### src/rtl/mac4_link_pkg.sv
// Shared types and helpers for the host side of the nibble-serial multiplier link.
package mac4_link_pkg;

   localparam int unsigned NIBBLE_W   = 4;
   localparam int unsigned LINK_MAX_W = 64;

   typedef enum logic [2:0] {
      IDLE,
      WAIT_RDY,
      SEND,
      WAIT_DONE,
      HOLD
   } link_state_t;

   // Nibble idx of a word zero-extended to LINK_MAX_W bits.
   function automatic logic [NIBBLE_W-1:0] get_nibble(input logic [LINK_MAX_W-1:0] word,
                                                      input int unsigned          idx);
      logic [NIBBLE_W-1:0] nib;
      nib = '0;
      for (int unsigned i = 0; i < LINK_MAX_W / NIBBLE_W; i++) begin
         if (i == idx) begin
            nib = word[i*NIBBLE_W +: NIBBLE_W];
         end
      end
      return nib;
   endfunction

endpackage

### src/rtl/nibble_deser.sv
// Result collector: packs incoming nibbles LSB-first, saturating at NIBBLES with an overflow flag.
module nibble_deser
   import mac4_link_pkg::*;
#(
   parameter int unsigned NIBBLES = 4
) (
   input  logic                        clk,
   input  logic                        rst_n,
   input  logic                        clear,
   input  logic                        enable,
   input  logic                        nib_valid,
   input  logic [NIBBLE_W-1:0]         nib,
   output logic [NIBBLES*NIBBLE_W-1:0] data,
   output logic                        count_ok_c,
   output logic                        overflow_c
);

   localparam int unsigned DATA_W = NIBBLES * NIBBLE_W;
   localparam int unsigned CNT_W  = $clog2(NIBBLES + 1);

   logic [DATA_W-1:0] data_q, data_d;
   logic [CNT_W-1:0]  cnt_q, cnt_d;
   logic              ovf_q, ovf_d;

   always_comb begin
      data_d = data_q;
      cnt_d  = cnt_q;
      ovf_d  = ovf_q;
      if (clear) begin
         data_d = '0;
         cnt_d  = '0;
         ovf_d  = 1'b0;
      end else if (enable && nib_valid) begin
         if (cnt_q == CNT_W'(NIBBLES)) begin
            ovf_d = 1'b1;
         end else begin
            for (int unsigned i = 0; i < NIBBLES; i++) begin
               if (cnt_q == CNT_W'(i)) begin
                  data_d[i*NIBBLE_W +: NIBBLE_W] = nib;
               end
            end
            cnt_d = cnt_q + CNT_W'(1);
         end
      end
   end

   always_ff @(posedge clk or negedge rst_n) begin
      if (!rst_n) begin
         data_q <= '0;
         cnt_q  <= '0;
         ovf_q  <= 1'b0;
      end else begin
         data_q <= data_d;
         cnt_q  <= cnt_d;
         ovf_q  <= ovf_d;
      end
   end

   // Look-ahead status so a nibble landing with completion is counted.
   assign data       = data_q;
   assign count_ok_c = (cnt_d == CNT_W'(NIBBLES));
   assign overflow_c = ovf_d;

endmodule

### src/rtl/mul_radix2_host.sv
// Host initiator for the nibble-serial multiplier: serializes A then B, collects the product.
module mul_radix2_host
   import mac4_link_pkg::*;
#(
   parameter int unsigned BIT_WIDTH      = 16,
   parameter int unsigned TIMEOUT_CYCLES = 1024
) (
   input  logic                 clk,
   input  logic                 rst_n,
   input  logic                 op_valid,
   output logic                 op_ready,
   input  logic [BIT_WIDTH-1:0] op_a,
   input  logic [BIT_WIDTH-1:0] op_b,
   output logic                 res_valid,
   input  logic                 res_ready,
   output logic [BIT_WIDTH-1:0] res_data,
   output logic                 res_error,
   output logic                 mul_start,
   output logic [3:0]           mul_data_in,
   input  logic                 mul_ready,
   input  logic [3:0]           mul_data_out,
   input  logic                 mul_data_out_valid,
   input  logic                 mul_result_complete
);

   localparam int unsigned NIBBLES = BIT_WIDTH / NIBBLE_W;
   localparam int unsigned SEND_N  = 2 * NIBBLES;
   localparam int unsigned IDX_W   = $clog2(SEND_N);
   localparam int unsigned TMO_W   = $clog2(TIMEOUT_CYCLES + 1);

   link_state_t          state_q, state_d;
   logic [BIT_WIDTH-1:0] op_a_q, op_a_d;
   logic [BIT_WIDTH-1:0] op_b_q, op_b_d;
   logic [IDX_W-1:0]     idx_q, idx_d;
   logic [TMO_W-1:0]     tmo_q, tmo_d;
   logic                 done_q, done_d;
   logic                 mul_start_q, mul_start_d;
   logic [3:0]           mul_data_in_q, mul_data_in_d;
   logic                 res_valid_q, res_valid_d;
   logic                 res_error_q, res_error_d;

   logic                 col_clear;
   logic                 col_enable;
   logic                 col_count_ok;
   logic                 col_overflow;
   logic                 tmo_hit;
   logic                 done_any;
   logic                 collect_err;

   nibble_deser #(
      .NIBBLES (NIBBLES)
   ) u_deser (
      .clk        (clk),
      .rst_n      (rst_n),
      .clear      (col_clear),
      .enable     (col_enable),
      .nib_valid  (mul_data_out_valid),
      .nib        (mul_data_out),
      .data       (res_data),
      .count_ok_c (col_count_ok),
      .overflow_c (col_overflow)
   );

   assign col_enable  = (state_q == SEND) || (state_q == WAIT_DONE);
   assign tmo_hit     = (tmo_q == TMO_W'(TIMEOUT_CYCLES - 1));
   assign done_any    = done_q || mul_result_complete;
   assign collect_err = !col_count_ok || col_overflow;

   // Next state, operand latch, send index and timeout.
   always_comb begin
      state_d     = state_q;
      op_a_d      = op_a_q;
      op_b_d      = op_b_q;
      idx_d       = idx_q;
      tmo_d       = tmo_q;
      done_d      = done_q;
      res_error_d = res_error_q;
      col_clear   = 1'b0;

      if (state_q != IDLE && state_q != HOLD) begin
         tmo_d = tmo_q + TMO_W'(1);
      end

      unique case (state_q)
         IDLE: begin
            if (op_valid) begin
               op_a_d      = op_a;
               op_b_d      = op_b;
               tmo_d       = '0;
               done_d      = 1'b0;
               res_error_d = 1'b0;
               col_clear   = 1'b1;
               state_d     = WAIT_RDY;
            end
         end
         WAIT_RDY: begin
            if (mul_ready) begin
               idx_d   = '0;
               state_d = SEND;
            end else if (tmo_hit) begin
               res_error_d = 1'b1;
               state_d     = HOLD;
            end
         end
         SEND: begin
            done_d = done_any;
            if (idx_q == IDX_W'(SEND_N - 1) && done_any) begin
               res_error_d = collect_err;
               state_d     = HOLD;
            end else if (tmo_hit) begin
               res_error_d = 1'b1;
               state_d     = HOLD;
            end else if (idx_q == IDX_W'(SEND_N - 1)) begin
               state_d = WAIT_DONE;
            end else begin
               idx_d = idx_q + IDX_W'(1);
            end
         end
         WAIT_DONE: begin
            if (mul_result_complete) begin
               res_error_d = collect_err;
               state_d     = HOLD;
            end else if (tmo_hit) begin
               res_error_d = 1'b1;
               state_d     = HOLD;
            end
         end
         HOLD: begin
            if (res_ready) begin
               state_d = IDLE;
            end
         end
         default: state_d = IDLE;
      endcase
   end

   // Link and result outputs are registered from the upcoming state.
   always_comb begin
      mul_start_d   = 1'b0;
      mul_data_in_d = '0;
      res_valid_d   = (state_d == HOLD);
      if (state_d == SEND) begin
         mul_start_d = (idx_d == '0);
         if (idx_d < IDX_W'(NIBBLES)) begin
            mul_data_in_d = get_nibble(LINK_MAX_W'(op_a_q), 32'(idx_d));
         end else begin
            mul_data_in_d = get_nibble(LINK_MAX_W'(op_b_q), 32'(idx_d - IDX_W'(NIBBLES)));
         end
      end
   end

   always_ff @(posedge clk or negedge rst_n) begin
      if (!rst_n) begin
         state_q       <= IDLE;
         op_a_q        <= '0;
         op_b_q        <= '0;
         idx_q         <= '0;
         tmo_q         <= '0;
         done_q        <= 1'b0;
         mul_start_q   <= 1'b0;
         mul_data_in_q <= '0;
         res_valid_q   <= 1'b0;
         res_error_q   <= 1'b0;
      end else begin
         state_q       <= state_d;
         op_a_q        <= op_a_d;
         op_b_q        <= op_b_d;
         idx_q         <= idx_d;
         tmo_q         <= tmo_d;
         done_q        <= done_d;
         mul_start_q   <= mul_start_d;
         mul_data_in_q <= mul_data_in_d;
         res_valid_q   <= res_valid_d;
         res_error_q   <= res_error_d;
      end
   end

   assign op_ready    = (state_q == IDLE);
   assign mul_start   = mul_start_q;
   assign mul_data_in = mul_data_in_q;
   assign res_valid   = res_valid_q;
   assign res_error   = res_error_q;

endmodule

### config.mk
export PLATFORM = sky130hd
export DESIGN_NAME = mul_radix2_host
export DESIGN_NICKNAME = d
export VERILOG_FILES = /design/src/rtl/mac4_link_pkg.sv /design/src/rtl/nibble_deser.sv /design/src/rtl/mul_radix2_host.sv
export SDC_FILE = /design/constraint.sdc
export NUM_CORES = 1
export LEC_CHECK = 0
export BUFFER_PORTS_ARGS = -buffer_cell sky130_fd_sc_hd__buf_2
export CELL_PAD_IN_SITES_DETAIL_PLACEMENT = 0
export CELL_PAD_IN_SITES_GLOBAL_PLACEMENT = 2
export CORE_UTILIZATION = 38
export DETAILED_ROUTE_END_ITERATION = 10
export PLACE_DENSITY = 0.82
export RECOVER_POWER = 25
export SYNTH_ARGS = -nofsm -noshare
export SYNTH_HDL_FRONTEND = slang
export SYNTH_SLANG_ARGS = --single-unit
### constraint.sdc
create_clock -name clk -period 4.6 [get_ports clk]
set_input_delay 0 -clock clk [delete_from_list [all_inputs] [get_ports clk]]
set_output_delay 0 -clock clk [all_outputs]
set_load 0.005 [all_outputs]
==> implementation parameters <==
Parameter                              Value

Clock tree
  H-tree Lvls    3
  Clock tree from TritonCTS    yes
  Buffer levels on the longest clock path    2
  Quantity of gates resized following cts    0
  Number of clock buffers inserted by TritonCTS    9
  Clock Latency Late Sink    roughly 340 ps
  Sinks on the clock net    77
  Root buffer cell    sky130_fd_sc_hd__clkbuf_8
  Clock edge transition at the registers on the reported setup and hold paths    about 80 ps

STA
  Max-slew violation count    just under 80
  Hold Fails Final Rpt    0
  Actual slew at the worst max-slew pin    approximately 1900 ps
  Max Clk Rate    between 300 and 400 MHz
  Period minus WS final    about 2800 ps
  Crit share post-route    between 60% and 70%
  RSZ-0062 raised after global routing    false
  Worst Skew    between 10 and 15 ps
  Setup-failing EPs final    0
  Worst slew margin relative to its limit    -25.6%
  Setup TNS    0 ps

Yosys
  Fraction of registers with async set or reset after synthesis    100%
  Yosys warnings    0
  Syn Nets    410
  Proportion of synthesized chip area in sequential cells    between 50% and 60%
  Mapped Avg Cell Area    10.4 µm²
  Post-synthesis sequential element count    77
  Top cell type's share of synthesized area    51.7%
  Most used DFF post-synth    sky130_fd_sc_hd__dfrtp_1
  Combined area of all synthesized cells    0.00373 mm²
  Ranking of synthesized cells by area    sky130_fd_sc_hd__dfrtp_1 (52%), sky130_fd_sc_hd__mux2_2 (9.7%), sky130_fd_sc_hd__nand2_1 (4.8%)
  Cell taking the most area after synthesis    sky130_fd_sc_hd__dfrtp_1
  Count of flip-flops with a built-in enable after synthesis    0
  Number of cells produced by synthesis    360
  Distinct cells, synth    around 50

Layout
  Fill cell total of the finished layout    slightly above 900
  Share of cells above drive strength 1    between 20% and 30%
  Most common cell after layout, fill and taps aside    sky130_fd_sc_hd__dfrtp_1
  NumNets Final    approximately 500
  Antenna cells    0
  P&R area growth vs syn    27.4%
  Non-filler instance count after layout    597
  Sequential standard cell area    ~0.0019 mm²
  Most frequent cells in the layout    sky130_fd_sc_hd__dfrtp_1 (77), sky130_fd_sc_hd__buf_2 (52), sky130_fd_sc_hd__nand2_1 (48)
  Area used by multi-input combinational logic    0.00172 mm²

Power
  Highest ir drop seen on vdd    0.286 mV
  Total internal power    about 1.7 mW
  Power share of the clock group    18.9%
  Switch share    a little under two fifths
  Overall power consumption    between 2 and 3 mW
  Part of the power in combinational logic    roughly 41%
  Proportion of power drawn by flip-flops and latches    40.3%
  Power per cell area    slightly below 600 mW/mm²
  Reported net switching power    approximately 1.1 mW
  Total leakage power    about 2.1 nW

Placement
  Sum of net half-perimeters after detailed placement    5.65 mm
  Total instance count after detailed placement    around 540
  Buffers added on ports    66
  Placer's final routability congestion estimate    between 0.7 and 0.8

Floorplan
  Vert. Die Dim    roughly 100 µm
  Die W    a little over 100 µm
  FP Rows    35
  Initial core utilization    about 40%
  I/O pins    67
  Die footprint    about 0.01 mm²
  Core area    about 0.0094 mm²

Global routing
  Global route total overflow    0
  Number of antenna violations at the first check in global routing    0
  Vias in the first global route    between 3000 and 4000
  GRT Resource Usage Total    around 18%
  Global-route wire length before repair    ~15 mm
  Maximum number of pins on one net before global-route repair    78

Run status
  Status    finished, violations left
  Failing checks    max-capacitance violations, max-slew violations

Detailed routing
  Drt drc    0
  Mean routed wirelength per cell    14.1 µm
  Total Wirelength    about 8.4 mm
  Count of antenna-violating nets left after detailed routing    0
  First DRT Iteration DRCs    between 100 and 150
  Count of vias placed by the detailed router    about 3000
  Via density    about 5
  Number of iterations in the first detailed-routing pass    6

Critical path
  Highest net fanout along the worst path    17
  Cell type group with the largest total delay on the critical path    compound AO/OA/AOI/OAI gates
  Setup slack of the worst register-to-register path    about 1800 ps
  Critical path buffer and inverter count    0
  Highest cell delay on the worst timing path    roughly 670 ps
  CP max stage cell    sky130_fd_sc_hd__dfrtp_1
  Category of the critical setup timing path    reg2reg
  Startpoint kind of the worst setup timing path    flip-flop
  WP data arrival    3060 ps
  Critical Path, Cell by Cell    ha_1, and2_0, nor3_1, a21oi_2, mux2_1, o31a_1, and3_1
  Required @ worst endpoint    a little under 5000 ps
  CP endpoint kind    flip-flop

Run
  Max capacitance violation total    1

Worst hold path
  Hold Path Class    in2reg
-- state kept, by name, indices dropped and copies added, names as in the netlist --
register and cells:
op_a_q 16, op_b_q 16, u_deser.data 16, tmo_q 11
mul_data_in 4, idx_q 3, state_q 3, u_deser.cnt_q 3
done_q 1, mul_start 1, res_error 1, res_valid 1
u_deser.ovf_q 1
-- power by group through the flow --
stage          registers [mW]  clock network (mW)  logic (mW)
6_report                 1.12               0.525        1.13
5_1_grt                  1.16               0.575        1.28
4_1_cts                  1.12               0.544        1.16
3_5_place_dp             1.13                   0        1.13
3_3_place_gp             1.12                   0        1.12
2_1_floorplan            1.07                   0       0.886
-- layout make-up --
type                            count  share of cell area, %
Sequential cell                    77                   40.6
Multi-Input combinational cell    262                   36.1
Timing Repair Buffer              106                   15.0
Tap cell                          129                   3.40
Clock buffer                       10                   2.90
Clock inverter                      6                   1.48
Inverter                            7                  0.553
-- path summary, 6_finish.rpt --
kind,from,to,depth (start not counted)
max,idx_q[0],mul_data_in[0],7
min,res_ready,res_valid,4
max reg2reg,idx_q[0],mul_data_in[0],7
min reg2reg,op_b_q[10],op_b_q[10],1
max in group asynchronous,rst_n,idx_q[0],2
min in group asynchronous,rst_n,res_error,2
-- layer usage --
layer / wire length (µm) / global-route usage (%) / part of all wire [%]
met3: 248 / 4.37 / 2.9
met2: 4200 / 31.2 / 50
met1: 3940 / 23.3 / 47
met5: 0 / 0 / 0
met4: 62 / 4.35 / 0.73
-- tightest hold or removal path, stage by stage --
cell                      delay (ps)
sky130_fd_sc_hd__buf_2            80
sky130_fd_sc_hd__nor3_1           40
sky130_fd_sc_hd__a21oi_1         140
sky130_fd_sc_hd__o21ai_0          90
-- cells by family (layout without fill, tap and decap cells) --
family	count (synthesis)	after routing	share of synthesized area (%)
adder cells (fa/ha/maj)	7	7	2.35
flip-flops	77	77	51.7
XOR/XNOR	10	10	2.35
AND/OR/NAND/NOR	134	134	16.5
multiplexers	41	41	12.1
buffers and inverters	21	129	2.35
AO/OA/AOI/OAI	70	70	12.6
-- stage by stage --
| stage | hold WS, ps | util (%) | instance area [µm²] | setup WS, ps |
|---|---|---|---|---|
| 3_3_place_gp | 226 | 44.5 | 4170 | 1840 |
| 6_report | 48.7 | 50.7 | 4750 | 1770 |
| 2_1_floorplan | -296 | - | 3730 | 2350 |
| 5_1_grt | 50.5 | 50.7 | 4750 | 1550 |
| 4_1_cts | 32.3 | 50.9 | 4770 | 1750 |
| 3_5_place_dp | 223 | 44.5 | 4170 | 1780 |
-- cells in the mapped netlist, types with 4 or more instances --
cell,number
sky130_fd_sc_hd__xor2_1,6
sky130_fd_sc_hd__o21ai_0,10
sky130_fd_sc_hd__nand4_1,6
sky130_fd_sc_hd__xnor2_1,4
sky130_fd_sc_hd__nand2_1,48
sky130_fd_sc_hd__nor3_1,4
sky130_fd_sc_hd__nor2b_1,4
sky130_fd_sc_hd__ha_1,7
sky130_fd_sc_hd__nand3_1,29
sky130_fd_sc_hd__a21oi_1,29
sky130_fd_sc_hd__mux2i_1,8
sky130_fd_sc_hd__clkbuf_1,7
sky130_fd_sc_hd__buf_2,7
sky130_fd_sc_hd__nor2_1,29
sky130_fd_sc_hd__mux2_2,32
sky130_fd_sc_hd__dfrtp_1,77
sky130_fd_sc_hd__inv_1,6
-- repair_timing --
item,CTS,global route
setup endpoints to repair,0,0
hold buffers,39,0
buffers inserted,0,0
hold endpoints to repair,128,0
Note: power is estimated with default switching activity, not from simulation.
